==> src/rtl/writeback_unit_pkg.sv <==
// Shared definitions for the register-file writeback slice: register
// address width, the x0 constant, and the per-cycle source-select encoding.
package writeback_unit_pkg;

    localparam int REG_ADDR_W = 5;
    localparam logic [REG_ADDR_W-1:0] REG_ZERO = 5'd0;

    typedef enum logic [1:0] {
        SEL_NONE  = 2'd0,
        SEL_ALU   = 2'd1,
        SEL_QUEUE = 2'd2,
        SEL_MEM   = 2'd3
    } wb_sel_e;

    // True when the address names the hardwired-zero register.
    function automatic logic is_reg_zero(input logic [REG_ADDR_W-1:0] addr);
        return (addr == REG_ZERO);
    endfunction

endpackage

==> src/rtl/wb_queue.sv <==
// Parameterised synchronous FIFO holding load results that could not be
// written back in the cycle they were accepted. DEPTH must be a power of
// two so the pointers wrap naturally.
module wb_queue #(
    parameter int DEPTH = 4,
    parameter int WIDTH = 37,
    localparam int PTR_W = $clog2(DEPTH),
    localparam int CNT_W = PTR_W + 1
) (
    input  logic             clk,
    input  logic             rst_n,
    input  logic             push,
    input  logic [WIDTH-1:0] push_data,
    input  logic             pop,
    output logic [WIDTH-1:0] pop_data,
    output logic             full,
    output logic             empty,
    output logic [CNT_W-1:0] count
);

    localparam logic [PTR_W-1:0] PTR_ONE  = PTR_W'(1);
    localparam logic [CNT_W-1:0] CNT_ONE  = CNT_W'(1);
    localparam logic [CNT_W-1:0] CNT_FULL = CNT_W'(DEPTH);

    logic [WIDTH-1:0] mem_r [DEPTH];
    logic [PTR_W-1:0] wr_ptr_r;
    logic [PTR_W-1:0] rd_ptr_r;
    logic [CNT_W-1:0] count_r;
    logic             push_ok_s;
    logic             pop_ok_s;

    assign full     = (count_r == CNT_FULL);
    assign empty    = (count_r == {CNT_W{1'b0}});
    assign count    = count_r;
    assign pop_data = mem_r[rd_ptr_r];

    // Guard against overflow/underflow even if the caller misbehaves.
    always_comb begin
        push_ok_s = push && !full;
        pop_ok_s  = pop && !empty;
    end

    // Entry storage; contents need no reset because count gates visibility.
    always_ff @(posedge clk) begin
        if (push_ok_s) begin
            mem_r[wr_ptr_r] <= push_data;
        end
    end

    // Pointer and occupancy tracking with synchronous active-low reset.
    always_ff @(posedge clk) begin
        if (!rst_n) begin
            wr_ptr_r <= {PTR_W{1'b0}};
            rd_ptr_r <= {PTR_W{1'b0}};
            count_r  <= {CNT_W{1'b0}};
        end else begin
            if (push_ok_s) begin
                wr_ptr_r <= wr_ptr_r + PTR_ONE;
            end
            if (pop_ok_s) begin
                rd_ptr_r <= rd_ptr_r + PTR_ONE;
            end
            case ({push_ok_s, pop_ok_s})
                2'b10:   count_r <= count_r + CNT_ONE;
                2'b01:   count_r <= count_r - CNT_ONE;
                default: count_r <= count_r;
            endcase
        end
    end

endmodule

==> src/rtl/writeback_unit.sv <==
// Writer side of the integer register file. Merges ALU results (no
// backpressure) with load results (valid/ready, queued behind ALU writes),
// registers one write per cycle onto the regfile port, and keeps a
// pending-write scoreboard for RAW hazard detection at issue.
module writeback_unit
    import writeback_unit_pkg::*;
#(
    parameter int MEM_DEPTH = 4,
    parameter int XLEN      = 32
) (
    input  logic                         clk,
    input  logic                         rst_n,
    input  logic                         issue_valid,
    input  logic [4:0]                   issue_rd_address,
    input  logic                         alu_valid,
    input  logic [4:0]                   alu_rd_address,
    input  logic [XLEN-1:0]              alu_data,
    input  logic                         mem_valid,
    output logic                         mem_ready,
    input  logic [4:0]                   mem_rd_address,
    input  logic [XLEN-1:0]              mem_data,
    output logic [4:0]                   rd_address,
    output logic [XLEN-1:0]              rd_data,
    input  logic [4:0]                   rs1_address,
    input  logic [4:0]                   rs2_address,
    output logic                         rs1_pending,
    output logic                         rs2_pending,
    output logic [$clog2(MEM_DEPTH):0]   queue_count
);

    localparam int CNT_W   = $clog2(MEM_DEPTH) + 1;
    localparam int ENTRY_W = REG_ADDR_W + XLEN;

    logic                  q_full_s;
    logic                  q_empty_s;
    logic                  q_push_s;
    logic                  q_pop_s;
    logic [ENTRY_W-1:0]    q_head_s;
    logic [CNT_W-1:0]      q_count_s;
    logic                  mem_accept_s;
    wb_sel_e               sel_s;
    logic [REG_ADDR_W-1:0] wb_addr_s;
    logic [XLEN-1:0]       wb_data_s;
    logic [31:0]           pending_r;
    logic [31:0]           pending_next_s;

    wb_queue #(
        .DEPTH (MEM_DEPTH),
        .WIDTH (ENTRY_W)
    ) u_queue (
        .clk       (clk),
        .rst_n     (rst_n),
        .push      (q_push_s),
        .push_data ({mem_rd_address, mem_data}),
        .pop       (q_pop_s),
        .pop_data  (q_head_s),
        .full      (q_full_s),
        .empty     (q_empty_s),
        .count     (q_count_s)
    );

    // Ready depends only on occupancy (no pass-through when full).
    assign mem_ready    = rst_n && !q_full_s;
    assign mem_accept_s = mem_valid && mem_ready;
    assign queue_count  = q_count_s;

    // Source select: ALU first, then queue head, then a direct load bypass.
    always_comb begin
        sel_s     = SEL_NONE;
        wb_addr_s = REG_ZERO;
        wb_data_s = rd_data;
        if (alu_valid) begin
            sel_s     = SEL_ALU;
            wb_addr_s = alu_rd_address;
            wb_data_s = alu_data;
        end else if (!q_empty_s) begin
            sel_s     = SEL_QUEUE;
            wb_addr_s = q_head_s[ENTRY_W-1:XLEN];
            wb_data_s = q_head_s[XLEN-1:0];
        end else if (mem_accept_s && !is_reg_zero(mem_rd_address)) begin
            sel_s     = SEL_MEM;
            wb_addr_s = mem_rd_address;
            wb_data_s = mem_data;
        end else begin
            sel_s     = SEL_NONE;
        end
    end

    // Loads to x0 are swallowed; other accepted loads not bypassed are queued.
    always_comb begin
        q_push_s = mem_accept_s && (sel_s != SEL_MEM) && !is_reg_zero(mem_rd_address);
        q_pop_s  = (sel_s == SEL_QUEUE);
    end

    // Registered regfile write port; data holds when no write is selected.
    always_ff @(posedge clk) begin
        if (!rst_n) begin
            rd_address <= REG_ZERO;
            rd_data    <= {XLEN{1'b0}};
        end else begin
            rd_address <= wb_addr_s;
            rd_data    <= wb_data_s;
        end
    end

    // Scoreboard update: commit clears, a same-cycle issue to the same reg wins.
    always_comb begin
        pending_next_s = pending_r;
        if (!is_reg_zero(rd_address)) begin
            pending_next_s[rd_address] = 1'b0;
        end else begin
            pending_next_s = pending_next_s;
        end
        if (issue_valid && !is_reg_zero(issue_rd_address)) begin
            pending_next_s[issue_rd_address] = 1'b1;
        end else begin
            pending_next_s = pending_next_s;
        end
        pending_next_s[0] = 1'b0;
    end

    // Scoreboard state register.
    always_ff @(posedge clk) begin
        if (!rst_n) begin
            pending_r <= 32'h0000_0000;
        end else begin
            pending_r <= pending_next_s;
        end
    end

    assign rs1_pending = pending_r[rs1_address];
    assign rs2_pending = pending_r[rs2_address];

endmodule

==> config.mk <==
export PLATFORM = sky130hd
export DESIGN_NAME = writeback_unit
export DESIGN_NICKNAME = d
export VERILOG_FILES = /design/src/rtl/writeback_unit_pkg.sv /design/src/rtl/wb_queue.sv /design/src/rtl/writeback_unit.sv
export SDC_FILE = /design/constraint.sdc
export NUM_CORES = 1
export LEC_CHECK = 0
export CAP_MARGIN = 20
export CORE_UTILIZATION = 49
export DETAILED_ROUTE_END_ITERATION = 8
export PLACE_DENSITY = 0.76
export SYNTH_ARGS = -nofsm -noshare
export SYNTH_HDL_FRONTEND = slang
export SYNTH_SLANG_ARGS = --single-unit
==> constraint.sdc <==
create_clock -name clk -period 2.5 [get_ports clk]
set_input_delay 0.25 -clock clk [delete_from_list [all_inputs] [get_ports clk]]
set_output_delay 0.25 -clock clk [all_outputs]
set_load 0.01 [all_outputs]
# Word-level counts from Yosys, hierarchy flattened
# Memories as Yosys holds them, arrays and structs flattened. A register that Yosys moved wholly into a read port is not among the register bits.
# Index checks and enable logic that the tools add are counted.
op_classes:
  n_eq_ne: 6
  n_bitwise: 3
  n_lt_le_gt_ge: 6
  n_shift: 0
  mux: 24
  div: 0
  n_mul: 0
  addsub: 4
  reduce_logical: 19
op_table:
  columns: ["op", "n"]
  rows:
  - ["two-way mux 32 bit", 5]
  - ["bitwise AND 32 bit", 1]
  - ["NOT 32 bit", 1]
  - ["bitwise OR 32 bit", 1]
  - ["< comparator 5 x 6 -> 1 bit (second input constant)", 4]
  - ["logical NOT 5 bit", 3]
  - ["two-way mux 5 bit", 3]
  - ["binary-select mux 1 bit (select 5 bit)", 2]
  - ["demux 1 bit (select 5 bit)", 2]
  - ["greater-or-equal comparator 5 x 1 -> 1 bit (second input constant)", 2]
  - ["logical AND 1 bit", 10]
  - ["two-way mux 2 bit", 5]
  - ["two-way mux 1 bit", 6]
  - ["case mux 3 bit (2 select lines)", 1]
  - ["adder 2 x 1 -> 2 bit (second input constant)", 2]
  - ["equality test 2 bit (second input constant)", 2]
  - ["logical NOT 1 bit", 4]
  - ["adder 3 x 1 -> 3 bit (second input constant)", 1]
  - ["equality test 3 bit (second input constant)", 1]
  - ["logical NOT 3 bit", 1]
  - ["!= test 3 x 2 -> 1 bit (second input constant)", 1]
  - ["subtractor 3 x 1 -> 3 bit (second input constant)", 1]
  - ["equality test 2 x 1 -> 1 bit (second input constant)", 1]
  - ["!= test 2 bit (second input constant)", 1]
  - ["nonzero test 2 bit", 1]
word_totals:
  ff_bits: 76
  romBits: 0
  latchBits: 0
  out_inout_bits: 43
  elab_cells: 70
  inputBits: 94
  n_memories: 1
  ramBits: 148
mem_list:
  columns: ["memory", "depth", "width", "rd", "rd_ports_with_merged_regs", "write_ports", "line", "rtl"]
  rows:
  - ["u_queue.mem_r", 4, 37, 1, 1, 1, "wb_queue.sv:25", "logic [WIDTH-1:0] mem_r [DEPTH];"]

# Logic depth before layout (Yosys ltp)
# Gate-level depths: netlist of the first run.
depth:
  word_depth: 14
  mapped_depth: 11
  mapped_depth_nobuf: 10

# Hierarchy
# From an unflattened synthesis of the first run, not the netlist that was laid out.
unflattened:
  hier_cells: 769
  hier_area_um2: 10077.2
by_module_without_submodules:
  columns: ["mod", "seq_area_each_um2", "cells_per_inst", "instances", "area_per_inst_um2"]
  rows:
  - ["wb_queue", 4624.4, 247, 1, 5863.1]
  - ["writeback_unit", 1361.3, 522, 1, 4214.0]

# Worst setup path before layout of the first run
# Ideal clock, no wire load.
synth_timing:
  path_type: "flip-flop to flip-flop"
  from: "register u_queue.count_r[2], in the netlist u_queue.count[2]"
  to: "memory u_queue.mem_r[2][0] (enable)"
  path_slack_ps: 28
  path_buffers: 1
  stages_incl_launch_ff: 6
  arrival_ps: 2074
  setup_ps: 398
  period_less_slack_ps: 2472
  t_required_ps: 2102
  cell_sequence: "dfxtp_1 or3_4 nor2_2 buf_2 nor3_1 and2_1"
synth_between:
  elab_chain_cells: 14
  word_cells_on_any_way: 15
  classes_between: "eq/ne (2); mux (5); reduce/logical (8)"
synth_rtl:
  columns: ["element", "line", "rtl"]
  rows:
  - ["start: declaration", "wb_queue.sv:28", "logic [CNT_W-1:0] count_r;"]
  - ["start signal: assignment", "wb_queue.sv:55", "count_r <= {CNT_W{1'b0}};"]
  - ["start signal: assignment", "wb_queue.sv:64", "2'b10: count_r <= count_r + CNT_ONE;"]
  - ["start signal: assignment", "wb_queue.sv:65", "2'b01: count_r <= count_r - CNT_ONE;"]
  - ["equality test 3 bit", "wb_queue.sv:32", "assign full = (count_r == CNT_FULL);"]
  - ["logical NOT 1 bit", "wb_queue.sv:39, writeback_unit.sv:63", null]
  - ["logical AND 1 bit", "writeback_unit.sv:63", "assign mem_ready = rst_n && !q_full_s;"]
  - ["logical AND 1 bit", "writeback_unit.sv:64", "assign mem_accept_s = mem_valid && mem_ready;"]
  - ["logical AND 1 bit", "writeback_unit.sv:80", "end else if (mem_accept_s && !is_reg_zero(mem_rd_address)) begin"]
  - ["two-way mux 2 bit", "writeback_unit.sv:80", null]
  - ["two-way mux 2 bit", "writeback_unit.sv:76", "end else if (!q_empty_s) begin"]
  - ["two-way mux 2 bit", "writeback_unit.sv:72", "if (alu_valid) begin"]
  - ["!= test 2 bit", "writeback_unit.sv:91", "q_push_s = mem_accept_s && (sel_s != SEL_MEM) && !is_reg_zero(mem_rd_address);"]
  - ["logical AND 1 bit (2 in a row)", "writeback_unit.sv:91", null]
  - ["logical AND 1 bit (*)", "wb_queue.sv:39", "push_ok_s = push && !full;"]
  - ["two-way mux 1 bit (*)", "wb_queue.sv:45", "if (push_ok_s) begin"]
  - ["two-way mux 1 bit (not written as such) (*)", "wb_queue.sv:46", "mem_r[wr_ptr_r] <= push_data;"]
  - ["end: declaration", "wb_queue.sv:25", null]
# Mark *: on every way between the ends. The rest lies on a longest branch, timed or not.

# Final worst setup path of the first run
layout_timing:
  from: "input rs2_address[1]"
  to: "output rs2_pending"
layout_between:
  elab_chain_cells: 2
layout_rtl:
  columns: ["element", "line", "rtl"]
  rows:
  - ["start: declaration", "writeback_unit.sv:25", "input logic [4:0] rs2_address,"]
  - ["binary-select mux 1 bit (select 5 bit)", "writeback_unit.sv:132", "assign rs2_pending = pending_r[rs2_address];"]
  - ["two-way mux 1 bit (not written as such)", "writeback_unit.sv:132", null]
  - ["end: declaration", "writeback_unit.sv:27", "output logic rs2_pending,"]
# Every way passes these cells. The select of a mux whose other input is x is not followed.

==> results of run 1 <==
[sequential cells by signal, summed over array words and instances, names as in the netlist, named ones only]
name / cells
u_queue.count: 3
rd_data: 32
rd_address: 5
u_queue.mem_r: 148
pending_r: 31
u_queue.wr_ptr_r: 2
u_queue.rd_ptr_r: 2
[worst paths after layout]
kind                            slack, ns          endpoint             start  depth (start not counted)
worst max-delay path                 0.08       rs2_pending    rs2_address[1]                          6
worst min-delay path                 0.17     rd_address[1]         alu_valid                          3
worst max register to register       0.15  u_queue.count[2]  u_queue.count[0]                         10
worst min register to register       0.49     pending_r[14]     pending_r[14]                          2
[per-layer routing]
layer | wire [um] | part of all wire [%] | global-route usage (%) | vias to the layer above
li1 | - | - | - | 2978
met1 | 9130 | 38 | 31.7 | 3337
met2 | 11900 | 49 | 42.4 | 463
met3 | 2440 | 10 | 4.31 | 60
met4 | 732 | 3.0 | 9.04 | 2
met5 | 10 | 0.041 | 0 | -
[final cells by class]
cell class | count | share of cell area [%]
sequential | 225 | 49.7
timing repair buffer | 170 | 14.4
inverter | 9 | 0.280
multi-input combinational | 379 | 26.7
clock inverter | 7 | 0.322
clock buffer | 34 | 5.89
tap | 260 | 2.70
[cell families (layout without fill, tap and decap cells)]
family,after synthesis,count (layout),synth area share [%]
buffers and inverters,58,220,2.96
muxes,61,61,12.1
and+or+nand+nor,113,113,6.05
xor gates and xnor gates,4,4,0.371
AOI/OAI and AO/OA,195,195,14.3
adders and majority gates,6,6,0.873
DFF,225,225,63.3
[tightest hold or removal path: cells and delay by family]
| kind | cells | cell delay (ns) |
|---|---|---|
| AO/OA/AOI/OAI | 1 | 0.05 |
| buffers and inverters | 1 | 0.21 |
| AND/OR/NAND/NOR | 1 | 0.09 |
[per-stage QoR]
stage / hold slack (ns) / cell area (um^2) / utilization (%)
after floorplan: 0.349 / 9460 / -
after global placement: 0.474 / 11300 / 60.0
after detailed placement: 0.489 / 11300 / 60.0
after CTS: 0.156 / 12000 / 64.0
after global routing: 0.181 / 12100 / 64.0
final: 0.170 / 12100 / 64.0
[layout by cell type (no fill, tap or decap), drive strengths merged, types with 18 or more instances in the layout]
cell type      netlist  layout
o21ai               33      33
clkdlybuf4s50        0     133
mux2i               18      18
dfxtp               77      77
clkbuf              27      34
nand2               45      45
a222oi              32      32
a211oi              66      66
edfxtp             148     148
mux4                43      43
buf                 22      35
a21oi               47      47
[report_power, final]
part | total (W) | switching, W | internal (W)
clock | 0.00333 | 0.00136 | 0.00197
sequential | 0.00453 | 0.000240 | 0.00429
combinational | 0.00257 | 0.00127 | 0.00130
total | 0.0104 | 0.00287 | 0.00755
[cells in the mapped netlist (2+ instances only)]
library cell and number:
nor3b_1 4, a32oi_1 5, nand3_1 9, nand2b_1 6, a21oi_1 47, mux4_2 43, mux2i_1 18, o211ai_1 2
nor2b_1 4, nand4_1 3, inv_1 9, nor2_1 16, a211oi_1 66, and3b_1 2, or3_1 2, buf_6 5
dfxtp_1 77, edfxtp_1 148, nor3_1 3, or3b_2 2, ha_1 5, a222oi_1 32, o2111ai_1 2, nand2_1 45
nand3b_1 4, and3_1 2, clkbuf_2 2, o21ai_0 32, xor2_1 3, a22oi_1 4, clkbuf_1 25, buf_2 15
and2_1 5
==> qor.csv, run 1 <==
metric;value;unit
top cell type's share of synthesized area;47.0;%
count of routing violations after the opening detailed-route iteration;816;
Root Buffer;clkbuf_16;
Required @ worst endpoint;2.25;ns
Power, Total;0.0104;W
worst-path fanout max;10;
run status;completed;
Avg Synthesized Cell Area;14.3;um^2
Rows;50;
final period utilization;96.8;%
Setup Total Neg Slack;0;ns
Critical Path AT;2.17;ns
effective utilization at floorplan;50.2;%
area taken by flip-flops and latches;5990;um^2
post-layout net count;908;
post-cts hold buffer count;0;
Critical path buffers and inverters;2;
setup fix buffers added after clock tree synthesis;0;
number of enable flip-flop cells after synthesis;148;
predominant post-synthesis flop cell;edfxtp_1;
DR DRC count;0;
Top Family by Delay on Critical Path;buffers and inverters;
share of post-route cells with drive strength above 1;15.7;%
crit path capture type;primary output;
area overhead of the layout relative to synthesis;27.5;%
maxcap violations;0;
number of buffers created by CTS;23;
worst IR drop on VDD;0.531;mV
placed wire-length estimate after detailed placement;15.5;mm
proportion of synthesized chip area in sequential cells;63.3;%
routability congestion estimate from global placement;0.930;
Net Count, Synth;762;
combined area of all synthesized cells;9460;um^2
unrepaired setup endpoints after global routing;false;
count of final max-slew check failures;0;
ports placed on the boundary;137;
vias in the first global route;7068;
Detail Route Antenna Nets;0;
leakage;3.95;nW
Netlist cell types;48;
number of cells in the finished layout apart from fillers;1084;
final wirelength;24.2;mm
die area;19900;um^2
shortest clock period the worst path allows after layout;2.42;ns
dominant cell type by area after synthesis;edfxtp_1;
final number of setup-violating endpoints;0;
port buffer count;136;
horizontal die dimension;141;um
worst min-delay path class;in2reg;
delay of the slowest critical-path stage;0.72;ns
vias after detailed routing;6840;
slew at the pin closest to its max-slew limit;0.874;ns
number of antenna violations at the first check in global routing;1;
GR Overflow Total;0;
register clock-pin slew on the reported worst setup and hold paths;0.06;ns
area taken by multi-input logic gates;3220;um^2
number of flip-flops and latches in the synthesized netlist;225;
fmax;413;MHz
Syn Inst Count;662;
kind of start point of the critical path;primary input;
Worst Setup Slack post-DPL;-0.124;ns
via density per instance;6.31;
cell with the most instances on the worst path;clkdlybuf4s50_1;
relative slew slack;41.7;%
Worst-Skew Late Latency;0.50;ns
core footprint;18800;um^2
CTS-repair resized insts;0;
clk sink count;225;
Ant. Diodes;0;
final number of hold-violating endpoints;0;
synthesis warning total;0;
Initial DRT Pass Iterations;7;
global-route total usage across every layer;24.7;%
clock tree from TritonCTS;done;
CTS H-tree lvls;1;
Power Dens Cells;865;nW/um^2
filler cell count in the final layout;1342;
worst setup skew after layout;0.0126;ns
wire per inst;22.3;um
deepest clock path buffer count;3;
fraction of registers with async set/reset;0;%
leading cell types by total area after synthesis;edfxtp_1, dfxtp_1, mux4_2;
first-pass GRT wire length;38.1;mm
crit-path cells;clkdlybuf4s50_1, mux4_2, nand2b_1, o211ai_1, nand4_1, clkdlybuf4s50_1;
Crit-path slowest cell;clkdlybuf4s50_1;
Cell Count Post-Placement;1043;
smallest setup slack after layout;0.0808;ns
Die Y;141;um
Worst Setup Path Type;in2out;
maximum number of pins on one net before global-route repair;76;
No activity file was read; power rests on OpenSTA's default activity.
==> run 2, diff against run 1 <==
--- a/config.mk
+++ b/config.mk
@@ -5,10 +5,11 @@
 export SDC_FILE = /design/constraint.sdc
 export NUM_CORES = 1
 export LEC_CHECK = 0
+export ABC_AREA = 1
 export CAP_MARGIN = 20
-export CORE_UTILIZATION = 49
+export CORE_UTILIZATION = 50
 export DETAILED_ROUTE_END_ITERATION = 8
-export PLACE_DENSITY = 0.76
+export PLACE_DENSITY = 0.77
 export SYNTH_ARGS = -nofsm -noshare
 export SYNTH_HDL_FRONTEND = slang
 export SYNTH_SLANG_ARGS = --single-unit
==> run 2 against run 1 <==
- critical path depth increased by 3
- worst hold slack improved by 0.14 ns
- sequential power about the same
- die area increased by 4.8%
- count of clock-buffer cells in the layout decreased by 4
- flip-flop and latch count unchanged
- critical path type is now reg2out
- largest cell class unchanged
- highest routed layer is now met4
==> qor.csv, run 2 <==
metric;value;unit;change
commonest cells after routing, fill and taps aside;nand2_1, nand3_1, edfxtp_1;;was edfxtp_1, clkdlybuf4s50_1, dfxtp_1
Power Dens Cells;869;nW/um^2;was 865 nW/um^2
Syn Inst Count;1162;;was 662
Setup Total Neg Slack;0;ns;unchanged
flip-flop count of the largest register after layout;148;;unchanged
Ant. Diodes;0;;unchanged
die area;20800;um^2;was 19,900 um^2
simple logic cell fraction of the synthesized area;28.5;%;was 6.05%
register clock-pin slew on the reported worst setup and hold paths;0.06;ns;about the same
worst setup path startpoint;pending_r[24];;was rs2_address[1]
delay of the slowest critical-path stage;0.53;ns;was 0.72 ns
Netlist cell types;25;;was 48
proportion of synthesized chip area in sequential cells;59.1;%;was 63.3%
dominant cell type by area after synthesis;edfxtp_1;;unchanged
fraction of registers with async set/reset;0;%;unchanged
DR DRC count;0;;unchanged
most frequent cell after synthesis;nand2_1;;was edfxtp_1
Required @ worst endpoint;2.25;ns;about the same
Worst Setup Path Type;reg2out;;was in2out
top register by number of flip-flops;u_queue.mem_r;;unchanged
post-synthesis mux area share;0;%;was 12.1%
worst setup skew after layout;0.00594;ns;was 0.0126 ns
via density per instance;5.47;;was 6.31
Detail Route Antenna Nets;0;;unchanged
wire per inst;16.9;um;was 22.3 um
unrepaired setup endpoints after global routing;false;;unchanged
utilization of the core after routing;64.4;%;was 64.0%
routability congestion estimate from global placement;0.939;;was 0.930
number of flip-flops and latches in the synthesized netlist;225;;unchanged
maximum number of pins on one net before global-route repair;75;;was 76
post-layout net count;1405;;was 908
crit-path cells;nand2_1, nand3_1, nand3_1, nand2_1, nand2_1, nand2_1, nand2_1, nand2_1, clkdlybuf4s50_1;;was clkdlybuf4s50_1, mux4_2, nand2b_1, o211ai_1, nand4_1, clkdlybuf4s50_1
leakage;4.93;nW;was 3.95 nW
synthesis warning total;0;;unchanged
Crit-path slowest cell;clkdlybuf4s50_1;;unchanged
post-synthesis xor/xnor area fraction;0;%;was 0.371%
core footprint;19700;um^2;was 18,800 um^2
Power, Total;0.0110;W;was 0.0104 W
crit path capture type;primary output;;unchanged
Avg Synthesized Cell Area;8.71;um^2;was 14.3 um^2
combined area of all synthesized cells;10100;um^2;was 9460 um^2
Critical Path AT;1.98;ns;was 2.17 ns
run status;completed;;unchanged
launch instance of the worst register-to-register path;u_queue.count[0];;unchanged
shortest clock period the worst path allows after layout;2.23;ns;was 2.42 ns
count of routing violations after the opening detailed-route iteration;691;;was 816
Hold Slack;0.314;ns;was 0.170 ns
adder and majority cell fraction of the synthesized area;0.816;%;was 0.873%
leading cell type in the layout, fill and taps excluded;nand2_1;;was edfxtp_1
CTS H-tree lvls;1;;unchanged
leading cell types by total area after synthesis;edfxtp_1, dfxtp_1, nand2_1;;was edfxtp_1, dfxtp_1, mux4_2
leading cell types by count after synthesis;nand2_1, nand3_1, edfxtp_1, dfxtp_1, inv_1;;was edfxtp_1, dfxtp_1, a211oi_1, a21oi_1, nand2_1
port buffer count;136;;unchanged
clock tree from TritonCTS;done;;unchanged
global-route total usage across every layer;26.2;%;was 24.7%
number of enable flip-flop cells after synthesis;148;;unchanged
Net Count, Synth;1262;;was 762
top cell type's share of synthesized area;43.9;%;was 47.0%
Top Family by Delay on Critical Path;simple AND/OR/NAND/NOR gates;;was buffers and inverters
maxcap violations;0;;unchanged
cell with the most instances on the worst path;nand2_1;;was clkdlybuf4s50_1
clk sink count;225;;unchanged
Worst-Skew Late Latency;0.51;ns;was 0.50 ns
final period utilization;89.0;%;was 96.8%
worst min-delay path class;in2reg;;unchanged
Initial DRT Pass Iterations;6;;was 7
hold_sp;alu_valid;;unchanged
Root Buffer;clkbuf_16;;unchanged
predominant post-synthesis flop cell;edfxtp_1;;unchanged
horizontal die dimension;144;um;was 141 um
fmax;449;MHz;was 413 MHz
share of post-route cells with drive strength above 1;7.04;%;was 15.7%
area overhead of the layout relative to synthesis;25.1;%;was 27.5%
worst-path fanout max;3;;was 10
ports placed on the boundary;137;;unchanged
number of buffers created by CTS;23;;unchanged
placed wire-length estimate after detailed placement;16.9;mm;was 15.5 mm
relative slew slack;45.2;%;was 41.7%
first-pass GRT wire length;42.2;mm;was 38.1 mm
Rows;51;;was 50
largest registers;u_queue.mem_r x148, rd_data x32, pending_r x31;;unchanged
final wirelength;26.8;mm;was 24.2 mm
number of antenna violations at the first check in global routing;0;;was 1
vias in the first global route;8372;;was 7,068
count of final max-slew check failures;0;;unchanged
compound-gate portion of the synthesized area;5.85;%;was 14.3%
worst IR drop on VDD;0.583;mV;was 0.531 mV
final number of hold-violating endpoints;0;;unchanged
largest family of logic cells by synthesized area;simple AND/OR/NAND/NOR gates;;was compound AO/OA/AOI/OAI gates
post-cts hold buffer count;0;;unchanged
final number of setup-violating endpoints;0;;unchanged
GR Overflow Total;0;;unchanged
effective utilization at floorplan;51.5;%;was 50.2%
slew at the pin closest to its max-slew limit;0.823;ns;was 0.874 ns
vias after detailed routing;8681;;was 6,840
deepest clock path buffer count;3;;unchanged
Die Y;144;um;was 141 um
kind of start point of the critical path;flip-flop;;was primary input
Critical path buffers and inverters;1;;was 2
-- run 2: worst paths after layout --
kind                                            end  slack [ns]  depth (start not counted)
worst max-delay path                    rs1_pending        0.27                          9
worst min-delay path            u_queue.wr_ptr_r[0]        0.31                          5
worst max register to register     u_queue.count[2]        0.33                         12
worst min register to register  u_queue.rd_ptr_r[1]        0.48                          2
-- run 2: final cells by class --
cell class,instances,area [um^2]
fill,1596,6990
sequential,225,5990
multi-input combinational,794,3590
timing repair buffer,177,1750
clock buffer,30,612
tap,265,332
inverter,82,315
clock inverter,11,56.3
timing repair inverter,2,15.0
-- run 2: stage by stage --
step           cell area (um^2)  setup slack [ns]  cells
2_1_floorplan             10100            -0.177   1162
3_3_place_gp              12000             0.107   1543
3_5_place_dp              12000            0.0628   1543
4_1_cts                   12600             0.129   1584
5_1_grt                   12700             0.154   1586
6_report                  12700             0.274   1586
-- run 2: logic make-up (layout without fill, tap and decap cells) --
| family | count (synthesis) | after routing |
|---|---|---|
| and+or+nand+nor | 676 | 676 |
| buffers and inverters | 143 | 302 |
| AOI/OAI and AO/OA | 112 | 112 |
| adders and majority gates | 6 | 6 |
| DFF | 225 | 225 |
-- run 2: routing by layer --
| layer | share of wire, % | vias up | wire length, um | global-route usage (%) |
|---|---|---|---|---|
| li1 | - | 4201 | - | - |
| met4 | 3.0 | 0 | 797 | 11.9 |
| met3 | 7.6 | 63 | 2040 | 4.07 |
| met5 | 0 | - | 0 | 0 |
| met1 | 40 | 4034 | 10800 | 32.1 |
| met2 | 49 | 383 | 13100 | 45.7 |
-- run 2: power by group --
part | internal [W] | switching, W | total, W | leakage [nW]
Clock | 0.00172 | 0.00135 | 0.00307 | 0.330
Combinational | 0.00126 | 0.00212 | 0.00338 | 2.63
Sequential | 0.00434 | 0.000209 | 0.00455 | 1.97
-- run 2: worst min-delay path, cell delays in order --
cell    delay (ns)
buf_2         0.14
nor2_4        0.13
nor2_1        0.11
nor2_1        0.10
nor2_1        0.05
-- run 2: what timing repair did --
item,CTS,global route
endpoints found under the setup margin,0,2
gates resized for setup,0,8
buffers inserted,0,0
==> run 3, diff against run 2 <==
--- a/config.mk
+++ b/config.mk
@@ -7,9 +7,9 @@
 export LEC_CHECK = 0
 export ABC_AREA = 1
 export CAP_MARGIN = 20
-export CORE_UTILIZATION = 50
+export CORE_UTILIZATION = 59
 export DETAILED_ROUTE_END_ITERATION = 8
-export PLACE_DENSITY = 0.77
+export PLACE_DENSITY = 0.85
 export SYNTH_ARGS = -nofsm -noshare
 export SYNTH_HDL_FRONTEND = slang
 export SYNTH_SLANG_ARGS = --single-unit
==> constraint.sdc (replaced) <==
create_clock -name clk -period 2.63 [get_ports clk]
set_input_delay 0.263 -clock clk [delete_from_list [all_inputs] [get_ports clk]]
set_output_delay 0.263 -clock clk [all_outputs]
set_load 0.01 [all_outputs]
==> run 3 against run 2 <==
- sequential power is 4.8% lower
- first-iteration DRC count is 21% higher
- global-route usage grew 5.4 points
- clock skew increased by 0.0018 ns
- utilization grew 12 points
- sequential share of layout area about the same
- cell area about the same
- critical path depth up 2
- combinational power shrank 2%
- register-to-register slack got worse by 0.02 ns
- power fell by 0.89%
- worst hold slack worse by 0.10 ns
- critical endpoint unchanged
==> qor.csv, run 3 (synthesized netlist as in run 2, its figures left out) <==
metric;value;unit;change
internal power;0.00735;W;was 0.00733 W
clk sink count;225;;unchanged
count of final max-slew check failures;0;;unchanged
Power, Total;0.0109;W;was 0.0110 W
GR Overflow Total;0;;unchanged
maximum number of pins on one net before global-route repair;75;;unchanged
Root Buffer;clkbuf_16;;unchanged
die area;17700;um^2;was 20,800 um^2
via density per instance;5.83;;was 5.47
final period utilization;92.6;%;
core footprint;16600;um^2;was 19,700 um^2
Power Dens Cells;860;nW/um^2;was 869 nW/um^2
area taken by flip-flops and latches;5990;um^2;unchanged
sequential share of power;39.7;%;was 41.4%
Initial DRT Pass Iterations;6;;unchanged
CTS-repair resized insts;0;;unchanged
worst IR drop on VDD;0.845;mV;was 0.583 mV
maxcap violations;0;;unchanged
number of antenna violations at the first check in global routing;0;;unchanged
run status;completed;;unchanged
worst setup skew after layout;0.00772;ns;was 0.00594 ns
number of buffers created by CTS;22;;was 23
final number of setup-violating endpoints;0;;unchanged
area of placed instances;11900;um^2;was 12,000 um^2
Endpoint, Worst Hold;rd_address[2];;was u_queue.wr_ptr_r[0]
final number of hold-violating endpoints;0;;unchanged
Required @ worst endpoint;2.37;ns;was 2.25 ns
clock tree from TritonCTS;done;;unchanged
post-layout net count;1400;;was 1,405
Critical Path AT;2.17;ns;was 1.98 ns
horizontal die dimension;133;um;was 144 um
Net Switching;0.00355;W;was 0.00367 W
unrepaired setup endpoints after global routing;false;;unchanged
worst min-delay path class;in2reg;;unchanged
worst reg-to-reg path cell count;12;;unchanged
ports placed on the boundary;137;;unchanged
slew at the pin closest to its max-slew limit;0.773;ns;was 0.823 ns
vias after detailed routing;8944;;was 8,681
Worst Setup Path Type;in2out;;was reg2out
leakage;4.97;nW;was 4.93 nW
Clock Power Share;30.1;%;was 27.9%
hold_sp;alu_valid;;unchanged
Die Y;133;um;was 144 um
Net Sw Frac;32.5;%;was 33.4%
Crit Reg-Reg Endpoint;u_queue.count[2];;unchanged
wire per inst;18.1;um;was 16.9 um
share of post-route cells with drive strength above 1;6.93;%;was 7.04%
routability congestion estimate from global placement;0.964;;was 0.939
Detail Route Antenna Nets;0;;unchanged
flip-flop count of the largest register after layout;148;;unchanged
worst-path fanout max;15;;was 3
final wirelength;27.8;mm;was 26.8 mm
count of routing violations after the opening detailed-route iteration;838;;was 691
largest registers;u_queue.mem_r x148, rd_data x32, pending_r x31;;unchanged
kind of start point of the critical path;primary input;;was flip-flop
Ant. Diodes;0;;unchanged
first-pass GRT wire length;43.7;mm;was 42.2 mm
port buffer count;136;;unchanged
logic gate share of total power;30.2;%;was 30.8%
commonest cells after routing, fill and taps aside;nand2_1, nand3_1, edfxtp_1;;unchanged
area taken by multi-input logic gates;3590;um^2;unchanged
deepest clock path buffer count;3;;unchanged
DR DRC count;0;;unchanged
register-to-register path setup slack;0.31;ns;was 0.33 ns
top register by number of flip-flops;u_queue.mem_r;;unchanged
register clock-pin slew on the reported worst setup and hold paths;0.06;ns;about the same
Rows;47;;was 51
relative slew slack;48.5;%;was 45.2%
area overhead of the layout relative to synthesis;25.2;%;was 25.1%
Worst-Skew Late Latency;0.50;ns;was 0.51 ns
launch instance of the worst register-to-register path;u_queue.count[0];;unchanged
fmax;410;MHz;
design area;12700;um^2;about the same
filler cell count in the final layout;1110;;was 1,596
effective utilization at floorplan;60.8;%;was 51.5%
shortest clock period the worst path allows after layout;2.44;ns;
cell count of the worst hold path;3;;was 5
global-route total usage across every layer;31.7;%;was 26.2%
leading cell type in the layout, fill and taps excluded;nand2_1;;unchanged
crit path capture type;primary output;;unchanged
CTS H-tree lvls;1;;unchanged
vias in the first global route;8755;;was 8,372
placed wire-length estimate after detailed placement;17.4;mm;was 16.9 mm
[run 3: what timing repair did]
action                     4_1_cts  5_1_grt
setup endpoints to repair        0        1
buffers inserted                 0        2
hold buffers                     0        0
[run 3: worst max path at each step]
stage,to,startpoint,slack [ns]
CTS,u_queue.count[2],u_queue.count[0],0.25
finish,rs1_pending,rs1_address[0],0.19
global route,rs2_pending,rs2_address[0],0.1
detailed placement,u_queue.count[2],mem_rd_address[2],0.06
global placement,u_queue.count[2],mem_rd_address[2],0.17
floorplan,u_queue.mem_r[0][0],u_queue.count[0],-0.05
[run 3: through the flow]
stage | hold WS (ns) | cells | setup TNS [ns] | utilization [%] | setup WS (ns)
after floorplan | 0.362 | 1162 | -6.90 | - | -0.0466
after global placement | 0.452 | 1493 | 0 | 71.3 | 0.171
after detailed placement | 0.474 | 1494 | 0 | 71.5 | 0.0634
after CTS | 0.189 | 1532 | 0 | 76.0 | 0.246
after global routing | 0.220 | 1534 | 0 | 76.1 | 0.0954
final | 0.211 | 1534 | 0 | 76.1 | 0.194
[run 3: cell type report]
class	count	share of cell area, %
sequential	225	47.2
multi-input combinational	794	28.4
tap	220	2.17
clock inverter	7	0.662
timing repair buffer	175	13.8
inverter	82	2.43
clock buffer	31	5.36
[run 3: power by group through the flow]
stage | clock network, W | registers, W | logic (W)
2_1_floorplan | 0 | 0.00445 | 0.00181
3_5_place_dp | 0 | 0.00439 | 0.00320
5_1_grt | 0.00343 | 0.00436 | 0.00360
4_1_cts | 0.00329 | 0.00433 | 0.00325
6_report | 0.00328 | 0.00433 | 0.00330
3_3_place_gp | 0 | 0.00437 | 0.00309
[run 3: critical path, cell delays in order]
cell,delay [ns]
clkdlybuf4s50_1,0.42
inv_1,0.38
nand2_1,0.12
nand3_1,0.12
nand3_1,0.07
nand2_1,0.07
nand2_1,0.05
nand2_1,0.07
nand2_1,0.05
nand2_1,0.05
clkdlybuf4s50_1,0.52
[run 3: layer usage]
| layer | track usage, % | up-vias | wire length [um] |
|---|---|---|---|
| met5 | 0 | - | 0 |
| met4 | 17.1 | 0 | 993 |
| met3 | 4.83 | 80 | 2520 |
| met2 | 53.6 | 541 | 13800 |
| met1 | 39.1 | 4136 | 10400 |
| li1 | - | 4187 | - |
